### config.mk
export PLATFORM = sky130hd
export DESIGN_NAME = fir_data_writer
export DESIGN_NICKNAME = d
export VERILOG_FILES = /design/src/rtl/fir_pkg.sv /design/src/rtl/fir_wrap_ptr.sv /design/src/rtl/fir_data_writer.sv
export SDC_FILE = /design/constraint.sdc
export NUM_CORES = 1
export LEC_CHECK = 0
export BUFFER_PORTS_ARGS = -buffer_cell sky130_fd_sc_hd__buf_2
export CAP_MARGIN = 10
export CORE_ASPECT_RATIO = 0.8
export CORE_MARGIN = 1
export CORE_UTILIZATION = 43
export DETAILED_ROUTE_END_ITERATION = 12
export GPL_TIMING_DRIVEN = 1
export SETUP_SLACK_MARGIN = 0.05
export SLEW_MARGIN = 20
export SYNTH_ARGS = -nofsm -noshare
export SYNTH_HDL_FRONTEND = slang
export SYNTH_SLANG_ARGS = --single-unit
### constraint.sdc
create_clock -name axis_clk -period 4.1 [get_ports axis_clk]
set_clock_uncertainty 0.15 [all_clocks]
set_input_delay 0.82 -clock axis_clk [delete_from_list [all_inputs] [get_ports axis_clk]]
set_output_delay 0.82 -clock axis_clk [all_outputs]
set_load 0.02 [all_outputs]
### src/rtl/fir_pkg.sv
// Shared definitions for the FIR input-side stream writer: FSM encoding and
// data RAM geometry constants.
package fir_pkg;

   typedef enum logic [2:0] {
      ST_IDLE    = 3'd0,
      ST_CLEAR   = 3'd1,
      ST_WAIT_IN = 3'd2,
      ST_WRITE   = 3'd3,
      ST_NOTIFY  = 3'd4,
      ST_DONE    = 3'd5
   } state_e;

   localparam int          TAP_NUM   = 11;
   localparam logic [11:0] LAST_ADDR = 12'h028;
   localparam logic [11:0] ADDR_STEP = 12'h004;
   localparam logic [3:0]  WE_ALL    = 4'hF;

endpackage

### src/rtl/fir_wrap_ptr.sv
// Byte-address pointer into the circular data RAM: synchronous clear,
// step by STEP, and wrap from LAST back to zero.
module fir_wrap_ptr
   import fir_pkg::*;
#(
   parameter int           W    = 12,
   parameter logic [W-1:0] LAST = W'(LAST_ADDR),
   parameter logic [W-1:0] STEP = W'(ADDR_STEP)
) (
   input  logic         clk_i,
   input  logic         rst_n_i,
   input  logic         clr_i,
   input  logic         step_i,
   output logic [W-1:0] ptr_o
);

   logic [W-1:0] ptr_q, ptr_d;

   // Clear has priority so a new run always starts at address zero.
   always_comb begin
      ptr_d = ptr_q;
      if (clr_i)
         ptr_d = '0;
      else if (step_i)
         ptr_d = (ptr_q == LAST) ? '0 : ptr_q + STEP;
   end

   // NOTE: sequential state uses non-blocking assignments only, so every
   // register samples the pre-edge values of its neighbours.
   always_ff @(posedge clk_i or negedge rst_n_i) begin
      if (!rst_n_i)
         ptr_q <= '0;
      else
         ptr_q <= ptr_d;
   end

   assign ptr_o = ptr_q;

endmodule

### src/rtl/fir_data_writer.sv
// AXI-Stream slave to circular data RAM writer for the FIR core: clears the
// RAM, then writes one sample at a time and hands it to the address generator.
module fir_data_writer
   import fir_pkg::*;
#(
   parameter int pADDR_WIDTH = 12,
   parameter int pDATA_WIDTH = 32,
   parameter int Tape_Num    = TAP_NUM
) (
   input  logic                   axis_clk,
   input  logic                   axis_rst_n,
   input  logic                   ap_start,
   input  logic [31:0]            data_length,
   input  logic                   ss_tvalid,
   input  logic [pDATA_WIDTH-1:0] ss_tdata,
   input  logic                   ss_tlast,
   output logic                   ss_tready,
   output logic                   data_EN,
   output logic [3:0]             data_WE,
   output logic [pADDR_WIDTH-1:0] data_A,
   output logic [pDATA_WIDTH-1:0] data_Di,
   output logic                   smp_valid,
   output logic [pADDR_WIDTH-1:0] smp_head,
   input  logic                   smp_ready,
   output logic                   ap_done,
   output logic                   tlast_err
);

   localparam logic [pADDR_WIDTH-1:0] RAM_LAST = pADDR_WIDTH'(4 * (Tape_Num - 1));
   localparam logic [pADDR_WIDTH-1:0] RAM_STEP = pADDR_WIDTH'(ADDR_STEP);

   state_e                 state_q;
   logic [31:0]            len_q;
   logic [31:0]            cnt_q;
   logic [pDATA_WIDTH-1:0] sample_q;
   logic                   last_q;
   logic                   tlast_err_q;

   logic [pADDR_WIDTH-1:0] clr_ptr;
   logic [pADDR_WIDTH-1:0] head;

   // 33-bit increment so data_length = 0xFFFFFFFF compares without wrapping.
   logic [32:0] cnt_inc;
   logic        len_hit;
   logic        run_start;
   logic        smp_taken;
   logic        run_end;

   assign cnt_inc   = {1'b0, cnt_q} + 33'd1;
   assign len_hit   = (cnt_inc == {1'b0, len_q});
   assign run_start = (state_q == ST_IDLE) && ap_start;
   assign smp_taken = (state_q == ST_NOTIFY) && smp_ready;
   assign run_end   = len_hit || last_q;

   fir_wrap_ptr #(
      .W    (pADDR_WIDTH),
      .LAST (RAM_LAST),
      .STEP (RAM_STEP)
   ) u_clr_ptr (
      .clk_i   (axis_clk),
      .rst_n_i (axis_rst_n),
      .clr_i   (run_start),
      .step_i  (state_q == ST_CLEAR),
      .ptr_o   (clr_ptr)
   );

   fir_wrap_ptr #(
      .W    (pADDR_WIDTH),
      .LAST (RAM_LAST),
      .STEP (RAM_STEP)
   ) u_head (
      .clk_i   (axis_clk),
      .rst_n_i (axis_rst_n),
      .clr_i   (run_start),
      .step_i  (smp_taken && !run_end),
      .ptr_o   (head)
   );

   always_ff @(posedge axis_clk or negedge axis_rst_n) begin
      if (!axis_rst_n) begin
         state_q     <= ST_IDLE;
         len_q       <= '0;
         cnt_q       <= '0;
         sample_q    <= '0;
         last_q      <= 1'b0;
         tlast_err_q <= 1'b0;
      end else begin
         case (state_q)
            ST_IDLE: begin
               if (ap_start) begin
                  len_q       <= data_length;
                  cnt_q       <= '0;
                  tlast_err_q <= 1'b0;
                  state_q     <= ST_CLEAR;
               end
            end
            ST_CLEAR: begin
               if (clr_ptr == RAM_LAST)
                  state_q <= (len_q == 32'd0) ? ST_DONE : ST_WAIT_IN;
            end
            ST_WAIT_IN: begin
               if (ss_tvalid) begin
                  sample_q <= ss_tdata;
                  last_q   <= ss_tlast;
                  state_q  <= ST_WRITE;
               end
            end
            ST_WRITE: state_q <= ST_NOTIFY;
            ST_NOTIFY: begin
               if (smp_ready) begin
                  cnt_q <= cnt_inc[31:0];
                  // Early tlast or a missing tlast on the final sample both end the run.
                  if (last_q != len_hit)
                     tlast_err_q <= 1'b1;
                  state_q <= run_end ? ST_DONE : ST_WAIT_IN;
               end
            end
            ST_DONE: state_q <= ST_IDLE;
            default: state_q <= ST_IDLE;
         endcase
      end
   end

   // NOTE: every output gets a default before the case so no latch is inferred.
   always_comb begin
      ss_tready = 1'b0;
      data_EN   = 1'b0;
      data_WE   = 4'h0;
      data_A    = '0;
      data_Di   = '0;
      smp_valid = 1'b0;
      ap_done   = 1'b0;
      case (state_q)
         ST_CLEAR: begin
            data_EN = 1'b1;
            data_WE = WE_ALL;
            data_A  = clr_ptr;
         end
         ST_WAIT_IN: ss_tready = 1'b1;
         ST_WRITE: begin
            data_EN = 1'b1;
            data_WE = WE_ALL;
            data_A  = head;
            data_Di = sample_q;
         end
         ST_NOTIFY: smp_valid = 1'b1;
         ST_DONE:   ap_done   = 1'b1;
         default: ;
      endcase
   end

   assign smp_head  = head;
   assign tlast_err = tlast_err_q;

endmodule

; Word level (Yosys, flattened, before mapping)
; Cells that the tools add are included.
[word_totals]
wordCells = 68
reg_bits = 125
[op_classes]
n_mux = 27
eq_ne = 14
n_addsub = 3
reduce_logical = 16
[op_table]
columns = op, n
row1 = 2-to-1 mux 32 bit, 3
row2 = 2-to-1 mux 12 bit, 6
row3 = case mux 32 bit (2 select lines), 1
row4 = "adder 32 x 1 -> 33 bit, second input constant", 1
row5 = equality test 33 x 32 -> 1 bit, 1
row6 = zero test 32 bit, 1
row7 = "adder 12 x 3 -> 12 bit, second input constant", 2
row8 = "equality test 12 x 6 -> 1 bit, second input constant", 2
row9 = case mux 12 bit (2 select lines), 1
row10 = 2-to-1 mux 3 bit, 6
row11 = case mux 3 bit (5 select lines), 1
row12 = "!= test 2 bit, second input constant", 4
row13 = AND reduction 4 bit, 2
row14 = 2-to-1 mux 1 bit, 7
row15 = "equality test 3 x 2 -> 1 bit, second input constant", 2
row16 = "equality test 3 bit, second input constant", 2
row17 = nonzero test 2 bit, 3
row18 = 2-to-1 mux 4 bit, 1
row19 = AND reduction 2 bit, 2
row20 = "equality test 3 x 1 -> 1 bit, second input constant", 1
row21 = logical AND 1 bit, 3
row22 = zero test 3 bit, 1
row23 = AND reduction 3 bit, 1
row24 = "!= test 2 x 1 -> 1 bit, second input constant", 1
row25 = 5 further kinds, 5

; Depth between registers and ports, before layout
; Gate-level depths: netlist of the first run.
[logic_depth]
word_depth = 7
mapped_depth = 15
ltp_nobuf = 13

; Cells and area by module
; A second synthesis of the first run with hierarchy kept.
[unflattened]
cells_unflattened = 729
hier_area_um2 = 7219.4
[by_module_without_submodules]
columns = mod, cells_each, area_each_um2, instances
row1 = fir_data_writer, 611, 6080.8, 1
row2 = fir_wrap_ptr, 59, 569.3, 2

; Least setup slack after synthesis of the first run
; No wires, ideal clock.
[synth_path]
path_kind = flip-flop to flip-flop
from = reg cnt_q[0]
to = reg u_head.ptr_q[9], in the netlist u_head.ptr_o[9]
t_arrival_ns = 3.144
slack_ns = 0.667
t_required_ns = 3.811
path_buffers = 1
path_stages_with_launch = 15
setup_ns = 0.139
cell_sequence = dfrtp_1 -> ha_1 -> nand3_1 -> nor4_2 -> nand3_1 -> xnor2_1 -> o2111ai_1 -> a2111oi_2 -> nand4_1 -> ha_1 -> nand2_1 -> or2_2 -> clkbuf_1 -> nand2b_1 -> o21ai_0
[synth_between]
elab_chain_len = 6
[synth_rtl]
columns = element, line_no
row1 = "start, declared", fir_data_writer.sv:34  ; logic [31:0] cnt_q;
row2 = "start signal, assigned", fir_data_writer.sv:111  ; cnt_q <= cnt_inc[31:0];
row3 = adder 32 x 1 -> 33 bit, fir_data_writer.sv:49  ; assign cnt_inc = {1'b0, cnt_q} + 33'd1;
row4 = equality test 33 x 32 -> 1 bit, fir_data_writer.sv:50  ; assign len_hit = (cnt_inc == {1'b0, len_q});
row5 = logical OR 1 bit, fir_data_writer.sv:53  ; assign run_end = len_hit || last_q;
row6 = zero test 1 bit, fir_data_writer.sv:75  ; .step_i (smp_taken && !run_end),
row7 = logical AND 1 bit, fir_data_writer.sv:75
row8 = nonzero test 2 bit (no line), --
row9 = "end signal, assigned", fir_wrap_ptr.sv:34  ; ptr_q <= ptr_d;
row10 = "end, declared", fir_wrap_ptr.sv:17  ; logic [W-1:0] ptr_q, ptr_d;
; Every way passes these cells.
; A chain may end at the register's enable or synchronous reset.

; Worst setup path in the final report of the first run
[layout_path]
from = reg cnt_q[0]
to = reg u_head.ptr_q[7], in the netlist u_head.ptr_o[7]
; Same word-level chain as after synthesis.

==> results of run 1 <==
cell families after synthesis:
logic type      synth area share
buf+inv                   0.0473
xor+xnor                  0.0677
other cells             0.000537
compound gates             0.117
mux                       0.0704
fa+ha+maj                 0.0143
simple gates               0.249
flops                      0.434
layout by cell type (no fill, tap or decap), types with 13 or more instances in the layout:
cell type	n
sky130_fd_sc_hd__xnor2_1	40
sky130_fd_sc_hd__xor2_1	14
sky130_fd_sc_hd__o21ai_0	67
sky130_fd_sc_hd__clkbuf_16	17
sky130_fd_sc_hd__inv_1	14
sky130_fd_sc_hd__nand3_1	26
sky130_fd_sc_hd__o31ai_1	22
sky130_fd_sc_hd__nand2_1	138
sky130_fd_sc_hd__buf_4	17
sky130_fd_sc_hd__dfrtp_1	121
sky130_fd_sc_hd__nand4_1	13
sky130_fd_sc_hd__nor2_1	61
sky130_fd_sc_hd__buf_2	129
sky130_fd_sc_hd__and2_1	35
sky130_fd_sc_hd__and3_1	18
sky130_fd_sc_hd__mux2_2	33
power by group:
group	total (mW)	switching [mW]	internal (mW)
Clock	1.41	0.545	0.861
Combinational	1.86	1.07	0.790
Sequential	1.90	0.341	1.56
Total	5.16	1.95	3.21
layer usage:
layer  track usage  vias up  wire length (um)
met2         0.321      173              7540
met4        0.0604        0               155
met1         0.342     2835              9080
li1              -     2909                 -
met5             0        -                 0
met3        0.0731       13              1330
metrics by stage:
stage | area [um^2] | worst slack, ns | hold slack [ns] | util | cells
floorplan | 6990 | 0.667 | 0.322 | - | 777
global placement | 7790 | 0.489 | 0.332 | 0.493 | 1092
detailed placement | 7790 | 0.368 | 0.338 | 0.493 | 1092
CTS | 8350 | 0.355 | 0.309 | 0.529 | 1123
global route | 8360 | 0.0675 | 0.340 | 0.529 | 1123
finish | 8360 | 0.396 | 0.288 | 0.529 | 1123
state kept, by name, indices dropped and copies added, names as in the netlist:
signal	count
state_q	3
tlast_err	1
len_q	32
cnt_q	32
sample_q	32
last_q	1
u_clr_ptr.ptr_o	10
u_head.ptr_o	10
Yosys cell counts, types with 13 or more instances:
cell type | count | area, um^2
sky130_fd_sc_hd__and3_1 | 18 | 113
sky130_fd_sc_hd__o21ai_0 | 67 | 335
sky130_fd_sc_hd__xor2_1 | 14 | 123
sky130_fd_sc_hd__dfrtp_1 | 121 | 3030
sky130_fd_sc_hd__xnor2_1 | 40 | 350
sky130_fd_sc_hd__nand4_1 | 13 | 81.3
sky130_fd_sc_hd__mux2_2 | 33 | 372
sky130_fd_sc_hd__nor2_1 | 62 | 233
sky130_fd_sc_hd__clkbuf_1 | 26 | 97.6
sky130_fd_sc_hd__inv_1 | 14 | 52.6
sky130_fd_sc_hd__nand2_1 | 138 | 518
sky130_fd_sc_hd__nand3_1 | 26 | 130
sky130_fd_sc_hd__o31ai_1 | 22 | 165
sky130_fd_sc_hd__and2_1 | 35 | 219
worst max-delay path by stage:
stage                                   to  slack, ns  cells past startpoint
6_report       u_head.ptr_o[7]$_DFFE_PN0P_       0.40                     13
5_1_grt        u_head.ptr_o[5]$_DFFE_PN0P_       0.07                     14
4_1_cts        u_head.ptr_o[7]$_DFFE_PN0P_       0.36                     14
3_5_place_dp   u_head.ptr_o[7]$_DFFE_PN0P_       0.37                     14
3_3_place_gp   u_head.ptr_o[9]$_DFFE_PN0P_       0.49                     14
2_1_floorplan  u_head.ptr_o[9]$_DFFE_PN0P_       0.67                     14
final cells by class:
type                    instances  area share
multi-input cells             595       0.438
well taps                     215      0.0322
clock inverters                10      0.0115
flip-flops and latches        121       0.362
repair buffers                147      0.0949
clock buffers                  21      0.0551
inverters                      14     0.00629
critical path, delay by kind of cell (launching register included):
family,cells,cell delay [ns]
AOI/OAI and AO/OA,2,0.39
DFF,1,0.45
and+or+nand+nor,9,2.01
adders and majority gates,2,0.57
==> results_dict.tcl, run 1 <==
set metrics [dict create \
    report.power.total_mw 5.16 \
    timing.setup.tns_ns 0 \
    placement_rows 41 \
    report.final.slew_viol_count 0 \
    crit_chain "ha_1 > nand3_1 > nor4_4 > nand3_1 > a211oi_1 > nand4_1 > nor3_1 > nand4_1 > ha_1 > nand2_1 > or2_2 > nand2b_1 > o21ai_0" \
    setup_repair_after_global_routing_missed_its_margin "no" \
    power.density_cell_area_nw_per_um2 617 \
    cts.repair.resized 0 \
    worst_setup_startpoint "cnt_q[0]$_DFFE_PN0P_" \
    critical_path.slowest_cell "sky130_fd_sc_hd__nor4_4" \
    fp.dieArea_um2 16800 \
    syn-mean-instance-area_um2 9.02 \
    routed_wire_length_mm 18.1 \
    outcome "complete, no violations" \
    reg2reg_depth 13 \
    critPathKind "flop to flop" \
    port_buffers 130 \
    drt_first_pass_iters 5 \
    ctsRootBufferMaster "sky130_fd_sc_hd__clkbuf_16" \
    route.detailed.drc 0 \
    hold_violations 0 \
    io-pin-count 135 \
    r2r_end "u_head.ptr_o[7]$_DFFE_PN0P_" \
    critPathMaxStageDelay_ns 0.49 \
    via_per_inst 5.28 \
    drive_gt1_frac 0.250 \
    grt_overflow_total 0 \
    detail_route.iter0.violations 481 \
    cts.sink_count 121 \
    synth_enable_flop_cells 0 \
    grt_first_pass_wirelength_mm 29.4 \
    timing.critical_path.from_type "flop" \
    post-dp-hpwl_mm 12.8 \
    timing.reg2reg.setup_slack_ns 0.40 \
    max_cap_violations 0 \
    synthToLayoutAreaGrowth_pct 19.7 \
    finalWeightedCongestion 0.869 \
    grt_util_all_layers 0.231 \
    period_share 0.903 \
    largest_net_degree_at_the_start_of_global_routing 51 \
    cts_hold_repair.buffers 0 \
    max_freq_ghz 0.270 \
    tritoncts_clock_tree "yes" \
    period_minus_slack_ns 3.70 \
    static-leakage-power_nw 3.98 \
    worst_hold_path_type "input pin to async pin" \
    register_area_um2 3030 \
    nets 974 \
    via_count_of_the_first_global_routing_pass 5601 \
    yosysUniqueCellTypes 54 \
    floorplan.initialDensity 0.442 \
    insertedDiodeCount 0 \
    clock_pin_slew_on_the_worst_setup_and_hold_paths_ns 0.05 \
    clk_path_buf_depth 2 \
    yosys_warn_count 0 \
    htree_levels 4 \
    detail_route.wl_per_cell_um 16.1 \
    core_area_um2 15800 \
    timing.critical_path.arrival_ns 3.84 \
    fp.dieH_um 116 \
    post_synth_instance_area_um2 6980 \
    dr_total_vias 5930 \
    worst_slew_margin_rel 0.429 \
    setup-violations-final 0 \
    yosys_register_bits 121 \
    number_of_instances_in_the_synthesized_netlist 774 \
    tritoncts.num_buffers 17 \
    grt_antenna_before_repair 0 \
    multi_input_combinational_cell_area_um2 3660 \
    crit-reg2reg-launch "cnt_q[0]$_DFFE_PN0P_" \
    power.ir.vdd_worst_uv 343 \
    fill_cells 1535 \
    timing.critical_path.fanout_max 9 \
    max_slew.worst_pin.slew_ns 0.847 \
    drtAntennaViolNets 0 \
    synthFlopType "sky130_fd_sc_hd__dfrtp_1" \
    critPathCaptureType "flop" \
    worstPathRequired_ns 4.24 \
    floorplan.die.width_um 144 \
    clkLatencyLatePin_ns 0.43 \
    cts_post_setup_buffers_inserted 0 \
    async_reset_ff_frac 1.00 \
    sequential_element_share_of_the_synthesized_area 0.434 \
]
No activity file was read; power rests on OpenSTA's default activity.
==> run 2: changes to the inputs <==
CORE_UTILIZATION = 56   (was 43)
PLACE_DENSITY = 0.81   (was default)
==> results_dict.tcl, run 2 (same netlist as run 1, synthesis figures left out) <==
set metrics [dict create \
    outcome "complete, no violations" \
    crit_chain "nand4_4 > or4_4 > or4_1 > nand3_1 > o2111ai_1 > a2111oi_2 > nand4_1 > ha_1 > a21oi_2 > o21ai_0 > o31ai_1" \
    route.detailed.drc 0 \
    timing.critical_path.max_delay_family "simple AND/OR/NAND/NOR gates" \
    nets 970 \
    placement_rows 36 \
    drive_gt1_frac 0.249 \
    critical_path.slowest_cell "sky130_fd_sc_hd__or4_4" \
    worst_slew_margin_rel 0.415 \
    detail_route.iter0.violations 631 \
    via_count_of_the_first_global_routing_pass 5828 \
    worst_hold_path_type "input pin to async pin" \
    max_cap_violations 0 \
    cts_post_setup_buffers_inserted 0 \
    clkLatencyLatePin_ns 0.41 \
    post-dp-hpwl_mm 12.0 \
    floorplan.die.width_um 127 \
    cts.repair.resized 0 \
    finalWeightedCongestion 0.935 \
    report.final.slew_viol_count 0 \
    cts.sink_count 121 \
    insertedDiodeCount 0 \
    largest_net_degree_at_the_start_of_global_routing 63 \
    grt_util_all_layers 0.288 \
    critPathMaxStageDelay_ns 0.61 \
    fill_cells 944 \
    max_slew.worst_pin.slew_ns 0.868 \
    timing.critical_path.arrival_ns 3.88 \
    multi_input_combinational_cell_area_um2 3650 \
    power.ir.vdd_worst_uv 455 \
    clock_pin_slew_on_the_worst_setup_and_hold_paths_ns 0.06 \
    ctsRootBufferMaster "sky130_fd_sc_hd__clkbuf_16" \
    report.power.total_mw 5.39 \
    setup_repair_after_global_routing_missed_its_margin "no" \
    tritoncts_clock_tree "yes" \
    io-pin-count 135 \
    period_minus_slack_ns 3.71 \
    port_buffers 130 \
    core_area_um2 12200 \
    htree_levels 4 \
    final_common_cell "sky130_fd_sc_hd__nand2_1" \
    grt_first_pass_wirelength_mm 29.2 \
    static-leakage-power_nw 3.99 \
    hold_violations 0 \
    cts_hold_repair.buffers 0 \
    clk_path_buf_depth 2 \
    drtAntennaViolNets 0 \
    critPathCaptureType "flop" \
    register_area_um2 3030 \
    timing.critical_path.fanout_max 9 \
    routed_wire_length_mm 17.7 \
    synthToLayoutAreaGrowth_pct 19.2 \
    setup-violations-final 0 \
    layout_top_registers "cnt_q: 32 flops, len_q: 32 flops, sample_q: 32 flops" \
    tritoncts.num_buffers 17 \
    drt_first_pass_iters 5 \
    worstPathRequired_ns 4.27 \
    floorplan.initialDensity 0.574 \
    max_freq_ghz 0.270 \
    detail_route.wl_per_cell_um 16.8 \
    grt_antenna_before_repair 0 \
    layout.cells.most_common_list "sky130_fd_sc_hd__nand2_1 (138), sky130_fd_sc_hd__buf_2 (129), sky130_fd_sc_hd__dfrtp_1 (121)" \
    dr_total_vias 6116 \
    grt_overflow_total 0 \
    power.density_cell_area_nw_per_um2 647 \
    fp.dieH_um 102 \
    timing.critical_path.from_type "flop" \
    period_share 0.905 \
    crit_buf_inv 0 \
    fp.dieArea_um2 12900 \
    timing.setup.tns_ns 0 \
    critPathKind "flop to flop" \
    via_per_inst 5.79 \
]
run 2: final cells by class:
| type | instances | share of cell area |
|---|---|---|
| Multi-Input combinational cell | 595 | 0.439 |
| Sequential cell | 121 | 0.364 |
| Timing Repair Buffer | 143 | 0.0917 |
| Clock buffer | 18 | 0.0515 |
| Clock inverter | 14 | 0.0254 |
| Tap cell | 152 | 0.0228 |
| Inverter | 14 | 0.00631 |
run 2: path summary, 6_finish.rpt:
path / start / end / slack (ns) / cells past startpoint
hold reg to reg: sample_q[28]$_DFFE_PN0P_ / sample_q[28]$_DFFE_PN0P_ / 0.35 / 1
hold / removal: axis_rst_n / cnt_q[13]$_DFFE_PN0P_ / 0.35 / 1
max in group asynchronous: axis_rst_n / len_q[31]$_DFFE_PN0P_ / 2.64 / 2
setup reg to reg: cnt_q[4]$_DFFE_PN0P_ / u_head.ptr_o[11]$_DFFE_PN0P_ / 0.39 / 11
setup / recovery: cnt_q[4]$_DFFE_PN0P_ / u_head.ptr_o[11]$_DFFE_PN0P_ / 0.39 / 11
min in group axis_clk: sample_q[28]$_DFFE_PN0P_ / sample_q[28]$_DFFE_PN0P_ / 0.35 / 1
run 2: power by group:
group	internal, mW	switching [mW]
Sequential	1.56	0.370
Combinational	0.786	1.06
Clock	1.03	0.583
Total	3.38	2.01
run 2: metal layers:
layer	track usage	vias up	wire, um
li1	-	2910	-
met1	0.407	2912	8100
met2	0.435	257	7890
met3	0.0738	37	1380
met4	0.0971	0	362
met5	0	-	0
run 2: metrics by stage:
| step | area (um^2) | utilization | setup WS [ns] | instances | hold WS (ns) |
|---|---|---|---|---|---|
| floorplan | 6990 | - | 0.667 | 777 | 0.322 |
| global placement | 7680 | 0.632 | 0.437 | 1025 | 0.331 |
| detailed placement | 7680 | 0.632 | 0.285 | 1025 | 0.338 |
| CTS | 8320 | 0.684 | 0.263 | 1057 | 0.352 |
| global route | 8330 | 0.685 | 0.104 | 1057 | 0.363 |
| finish | 8330 | 0.685 | 0.390 | 1057 | 0.347 |
